--- src/rtl/alu_writeback_unit.sv ---
// alu_writeback_unit: consumer end of the ALU result/flag interface.
// Holds the NZCV flag register, evaluates the condition field against the
// stored flags, and writes passing results to the register file.
// Optional feature macro: ALU_MUL_HI_WB_EN. When it is defined, a MUL product
// is written as two DATA_W-bit writes on consecutive cycles (low half to rd,
// then high half to rd_hi). When it is undefined, only the low half is
// written and the unit never stalls.
module alu_writeback_unit #(
    parameter int DATA_W = 16
) (
    input  logic                  clk,
    input  logic                  rst,
    input  logic                  in_valid,
    output logic                  in_ready,
    input  logic [2*DATA_W-1:0]   alu_result,
    input  logic [3:0]            alu_flags,
    input  logic [2:0]            alu_sel,
    input  logic [3:0]            cond,
    input  logic                  set_flags,
    input  logic [3:0]            rd,
    input  logic [3:0]            rd_hi,
    output logic                  wr_en,
    output logic [3:0]            wr_addr,
    output logic [DATA_W-1:0]     wr_data,
    output logic [3:0]            flags,
    output logic                  cond_pass
);

    localparam logic [2:0] SEL_MUL = 3'b100;

    // Condition code evaluation against an {N,Z,C,V} flag vector.
    function automatic logic cond_check(input logic [3:0] c, input logic [3:0] f);
        logic n, z, cy, v;
        logic res;
        n  = f[3];
        z  = f[2];
        cy = f[1];
        v  = f[0];
        case (c)
            4'b0000: res = z;
            4'b0001: res = !z;
            4'b0010: res = cy;
            4'b0011: res = !cy;
            4'b0100: res = n;
            4'b0101: res = !n;
            4'b0110: res = v;
            4'b0111: res = !v;
            4'b1000: res = cy && !z;
            4'b1001: res = !cy || z;
            4'b1010: res = (n == v);
            4'b1011: res = (n != v);
            4'b1100: res = !z && (n == v);
            4'b1101: res = z || (n != v);
            4'b1110: res = 1'b1;
            default: res = 1'b0;
        endcase
        return res;
    endfunction

    // Only the six defined ALU operations may write back.
    function automatic logic sel_valid(input logic [2:0] s);
        return (s != 3'b110) && (s != 3'b111);
    endfunction

    logic accept_p0;
    logic issue_p0;

    assign accept_p0 = in_valid && in_ready;
    assign issue_p0  = accept_p0 && sel_valid(alu_sel) && cond_check(cond, flags);

`ifdef ALU_MUL_HI_WB_EN
    typedef enum logic {
        IDLE  = 1'b0,
        WR_HI = 1'b1
    } state_t;

    state_t               state_q;
    state_t               state_d;
    logic [DATA_W-1:0]    hi_data_p1;
    logic [3:0]           hi_addr_p1;

    // State register.
    always_ff @(posedge clk or posedge rst) begin
        if (rst) begin
            state_q <= IDLE;
        end else begin
            state_q <= state_d;
        end
    end

    // Next-state: a passing MUL holds off upstream for one extra cycle.
    always_comb begin
        state_d = state_q;
        case (state_q)
            IDLE: begin
                if (issue_p0 && (alu_sel == SEL_MUL)) begin
                    state_d = WR_HI;
                end
            end
            WR_HI: begin
                state_d = IDLE;
            end
            default: begin
                state_d = IDLE;
            end
        endcase
    end

    assign in_ready = (state_q == IDLE);

    // High-half latch; contents are only consumed in WR_HI, so no reset.
    always_ff @(posedge clk) begin
        if (issue_p0 && (alu_sel == SEL_MUL)) begin
            hi_data_p1 <= alu_result[2*DATA_W-1:DATA_W];
            hi_addr_p1 <= rd_hi;
        end
    end

    // Register-file write port, condition pulse and flag register.
    always_ff @(posedge clk or posedge rst) begin
        if (rst) begin
            wr_en     <= 1'b0;
            wr_addr   <= '0;
            wr_data   <= '0;
            flags     <= '0;
            cond_pass <= 1'b0;
        end else begin
            wr_en     <= 1'b0;
            cond_pass <= 1'b0;
            if (state_q == WR_HI) begin
                wr_en   <= 1'b1;
                wr_addr <= hi_addr_p1;
                wr_data <= hi_data_p1;
            end else if (issue_p0) begin
                wr_en     <= 1'b1;
                wr_addr   <= rd;
                wr_data   <= alu_result[DATA_W-1:0];
                cond_pass <= 1'b1;
                if (set_flags) begin
                    flags <= alu_flags;
                end
            end
        end
    end
`else
    logic unused_hi;

    // Without the high-half path the unit accepts every cycle.
    assign in_ready  = 1'b1;
    assign unused_hi = ^{rd_hi, alu_result[2*DATA_W-1:DATA_W]};

    // Register-file write port, condition pulse and flag register.
    always_ff @(posedge clk or posedge rst) begin
        if (rst) begin
            wr_en     <= 1'b0;
            wr_addr   <= '0;
            wr_data   <= '0;
            flags     <= '0;
            cond_pass <= 1'b0;
        end else begin
            wr_en     <= 1'b0;
            cond_pass <= 1'b0;
            if (issue_p0) begin
                wr_en     <= 1'b1;
                wr_addr   <= rd;
                wr_data   <= alu_result[DATA_W-1:0];
                cond_pass <= 1'b1;
                if (set_flags) begin
                    flags <= alu_flags;
                end
            end
        end
    end
`endif

endmodule

--- config.mk ---
export PLATFORM = sky130hd
export DESIGN_NAME = alu_writeback_unit
export DESIGN_NICKNAME = d
export VERILOG_FILES = /design/src/rtl/alu_writeback_unit.sv
export SDC_FILE = /design/constraint.sdc
export NUM_CORES = 1
export LEC_CHECK = 0
export BUFFER_PORTS_ARGS = -buffer_cell sky130_fd_sc_hd__buf_4
export CELL_PAD_IN_SITES_DETAIL_PLACEMENT = 1
export CELL_PAD_IN_SITES_GLOBAL_PLACEMENT = 2
export CORE_UTILIZATION = 25
export CTS_BUF_LIST = sky130_fd_sc_hd__clkbuf_16
export CTS_CLUSTER_DIAMETER = 120
export DETAILED_ROUTE_END_ITERATION = 8
export GPL_TIMING_DRIVEN = 0
export PLACE_DENSITY_LB_ADDON = 0.1
export REMOVE_ABC_BUFFERS = 1
export SLEW_MARGIN = 20
export SYNTH_ARGS = -nofsm -noshare
export SYNTH_HDL_FRONTEND = slang
export SYNTH_SLANG_ARGS = --single-unit
--- constraint.sdc ---
create_clock -name clk -period 2.71 [get_ports clk]
set_clock_uncertainty 0.05 [all_clocks]
set_input_delay 0.1355 -clock clk [delete_from_list [all_inputs] [get_ports clk]]
set_output_delay 0.1355 -clock clk [all_outputs]
set_load 0.02 [all_outputs]
# After elaboration in Yosys (flattened, before gate mapping)
# Cells that the tools add are included.
[op_classes]
muxes = 2
n_reduce_logical = 13
eq_ne = 18
[ops]
columns = ["operator", "count"]
rows = [
  ["4-bit equality test (second input constant)", 7],
  ["4-bit by 3-bit equality test with 1-bit output (second input constant)", 4],
  ["1-bit case mux with 15 select lines", 1],
  ["4-bit by 2-bit equality test with 1-bit output (second input constant)", 2],
  ["3-bit != test (second input constant)", 2],
  ["1-bit logical AND", 5],
  ["4-bit by 1-bit equality test with 1-bit output (second input constant)", 1],
  ["1-bit logical NOT", 4],
  ["4-bit logical NOT", 1],
  ["1-bit logical OR", 2],
  ["2-bit AND reduction", 1],
  ["1-bit equality test", 1],
  ["1-bit 2-to-1 mux", 1],
  ["1-bit != test", 1],
]
[totals]
elab_cells = 37
out_inout_bits = 27
input_bits = 55
reg_bits = 25

# Depth between registers and ports, before layout
[logic_depth]
word_depth = 5
mapped_depth = 7
mapped_depth_nobuf = 5

# Worst setup path after synthesis
# OpenSTA, ideal clock, no wires.
[synth_path]
path_type = "register to register"
from = "register flags[0]"
to = "register wr_addr[0]"
path_stages_with_launch = 6
t_arrival_ns = 2.011
setup_slack_ns = 0.524
n_path_buf = 1
setup_ns = 0.125
period_less_slack_ns = 2.186
required_ns = 2.535
path_cell_list = "dfrtp_1 -> or4b_1 -> a311o_1 -> a31oi_4 -> buf_6 -> mux2_4"
[synth_via]
elab_chain_cells = 4
elab_cells_between_ends = 7
cone_classes = "eq/ne (2); mux (1); reduce/logical (4)"
[synth_lines]
columns = ["item", "line_no", "text"]
rows = [
  ["from (decl)", "25", "output logic [3:0] flags,"],
  ["from (signal assigned)", "169", "flags <= alu_flags;"],
  ["1-bit != test / 1-bit equality test (equally long branches)", "n/a", ""],
  ["1-bit logical OR / 1-bit logical AND (equally long branches)", "53, 52", ""],
  ["1-bit case mux with 15 select lines (*)", "39", "case (c)"],
  ["1-bit logical AND (*)", "69", "assign issue_p0 = accept_p0 && sel_valid(alu_sel) && cond_check(cond, flags);"],
  ["to (signal assigned)", "165", "wr_addr <= rd;"],
  ["to (decl)", "23", "output logic [3:0] wr_addr,"],
]
# Mark *: on every way between the ends. The rest lies on a longest branch, timed or not.
# A chain may end at the register's enable or synchronous reset.

# Worst setup path after layout
[layout_path]
from = "register flags[0]"
to = "register wr_addr[1]"
# The elaborated chain is that of the path after synthesis.

==> qor.yml <==
clock_tree:
  htree_num_levels: 1
  clock_latency_ns: 0.25
  clk_pin_slew_ns: 0.06
  cts_buffers: 3
  cts_sinks: 25
  cts_tree: "yes"
  post_cts_buffers: 0
  cts-root-buf: "clkbuf_16"
  cts_hold_buf: 0
  cts_buffer_depth: 2
final_layout:
  final_nets: 205
  final_cell_area_mm2: 0.00190
  diodes: 0
  drive_above_1_share: 0.617
  fillCellCount: 574
  area_delta_synth_final_pct: 42.1
floorplanning:
  coreArea_mm2: 0.00514
  rows: 26
  dieHeight_um: 75.1
  dieArea_mm2: 0.00564
  die_w_um: 75.1
  initial_core_util: 0.260
  io_pins: 82
setup_path:
  cp_slowest_cell: "a31oi_4"
  cp_data_arrival_time_ns: 2.60
  endpoint_kind: "flop"
  r2r_slack_ns: 0.20
  max_stage_delay_ns: 0.56
  ff2ff_path_depth: 4
  required_ns: 2.80
  r2r-end: "wr_addr[1]"
  critPathLaunchType: "flop"
  path_max_fanout: 11
  path_cells: "or4b_1 -> a311o_1 -> a31oi_4 -> mux2_2"
  worstReg2RegStart: "flags[0]"
  critical_path_class: "reg2reg"
synth:
  synth_warnings: 0
  synth_compound_area_frac: 0.0825
  syn_inst: 93
  ys_async_sr_fraction: 1.00
  synth-edff-count: 0
  ys_ff_latch: 25
  synth_top_family_by_area: "multiplexers"
  yosysSeqAreaShare: 0.469
  synth_cell_types: 31
  netlist_area_mm2: 0.00134
  synthSimpleGateAreaFrac: 0.100
  synth_xor_area_frac: 0.00656
  syn_avg_cell_area_um2: 14.4
  synthMuxAreaShare: 0.279
  synth_top_flop_cell: "dfrtp_1"
  synthAdderAreaFrac: 0
sta:
  finalCritPeriodShare: 0.925
  timing.fmax_ghz: 0.399
  tightest_slew_ns: 0.976
  hold_viol: 0
  fin_crit_ns: 2.51
  rsz0062_at_grt: "no"
  slew_violations: 0
  setup_violations: 0
  maxSlewHeadroom: 0.349
  fin_hold_ws_ns: 0.0590
routing:
  wl_per_cell_um: 14.8
  drc: 0
  vias: 984
  antenna_left: 0
  first_iter_violations: 60
  totalWireLength_um: 3240
  drtPass1Iterations: 3
  vias_per_cell: 4.49
power:
  irDropWorstVdd_v: 0.000503
  clkPwrFrac: 0.154
  powerDensity_mw_per_mm2: 1090
  power.share.switching: 0.361
  internal_power_w: 0.00131
  p_comb_frac: 0.502
  switching_power_w: 0.000744
  p_seq_frac: 0.344
  power.leakage_nw: 0.882
global_routing:
  grt_pass1_vias: 1044
  grt_first_pass_wirelength_um: 5270
  track_usage: 0.124
  grt_max_degree: 26
  grt.overflow.total: 0
  grt_antenna_before_repair: 0
status:
  status: "finished, final reports clean"
placement:
  place_hpwl_um: 2240
  gp_congestion: 0.661
  port_buffers: 59
  placed_area_mm2: 0.00180
flow_run:
  drv_cap: 0
worst_hold_path:
  hold_path.class: "in2async"
flip-flops by register name (all words and copies together), names as in the netlist:
signal     flops
flags          4
wr_addr        4
wr_data       16
cond_pass      1
layout by cell type (no fill, tap or decap), drive strengths merged, types with 2 or more instances in the layout:
cell type | synthesis | final
buf | 8 | 59
dfrtp | 25 | 25
mux2 | 25 | 25
inv | 3 | 4
nand2 | 4 | 4
clkbuf | 0 | 3
a31oi | 2 | 3
nand2b | 2 | 2
o22ai | 2 | 2
mux2i | 2 | 2
nand4bb | 2 | 2
and3 | 2 | 2
power by group through the flow:
stage	Sequential [W]	Combinational (W)	Clock (W)
floorplan	0.000919	0.000393	0
global placement	0.000704	0.00102	0
detailed placement	0.000709	0.00103	0
CTS	0.000713	0.00105	0.000330
global route	0.000739	0.00110	0.000350
finish	0.000707	0.00103	0.000317
cells in the mapped netlist (2+ instances only):
library cell  count  area [um^2]
nand2_1           4         15.0
nand2b_1          2         12.5
mux2_2            6         67.6
and3_1            2         12.5
buf_6             3         33.8
nand4bb_1         2         22.5
o22ai_1           2         12.5
buf_4             4         30.0
inv_1             3         11.3
mux2_4           19          285
mux2i_1           2         20.0
dfrtp_1          25          626
logic make-up after synthesis:
kind of cell,count (synthesis)
flops,25
buf+inv,11
simple gates,19
other cells,1
mux,27
xor+xnor,1
compound gates,9
metrics by stage:
step | cells | setup TNS [ns] | power [W] | utilization | setup WS (ns)
final | 219 | 0 | 0.00206 | 0.369 | 0.203
after global placement | 214 | -0.00247 | 0.00173 | 0.350 | -0.00247
after global routing | 219 | 0 | 0.00219 | 0.369 | 0.105
after floorplan | 85 | 0 | 0.00131 | - | 0.155
after CTS | 219 | 0 | 0.00209 | 0.369 | 0.163
after detailed placement | 214 | -0.0435 | 0.00174 | 0.350 | -0.0435
area by class of cell:
type | count | area (um^2) | share of cell area
Multi-Input combinational cell | 58 | 651 | 0.343
Sequential cell | 25 | 626 | 0.330
Timing Repair Buffer | 59 | 443 | 0.234
Tap cell | 70 | 87.6 | 0.0462
Clock buffer | 3 | 75.1 | 0.0396
Inverter | 3 | 11.3 | 0.00594
Clock inverter | 1 | 3.75 | 0.00198
critical path: cells and delay by family (launching register included):
kind	cells	cell delay, ns
compound gates	2	0.95
flops	1	0.46
mux	1	0.40
simple gates	1	0.54
worst max path at each step:
stage | from | to | slack (ns)
final | flags[0] | wr_addr[1] | 0.20
after global routing | flags[0] | wr_addr[1] | 0.11
after CTS | flags[0] | wr_addr[1] | 0.16
after detailed placement | flags[0] | wr_addr[1] | -0.04
after global placement | flags[0] | wr_addr[1] | -0.002
after floorplan | flags[0] | wr_addr[1] | 0.15
layer usage:
| layer | global-route usage | share of wire | up-vias |
|---|---|---|---|
| met5 | 0 | 0 | - |
| met4 | 0.00629 | 0.0012 | 0 |
| met3 | 0.0388 | 0.062 | 2 |
| met1 | 0.161 | 0.44 | 495 |
| li1 | - | - | 451 |
| met2 | 0.213 | 0.49 | 36 |
what timing repair did:
action,4_1_cts,5_1_grt
endpoints found under the setup margin,1,0
endpoints found under the hold margin,0,0
gates resized for setup,1,0
Power figures use the tool's default switching activity.
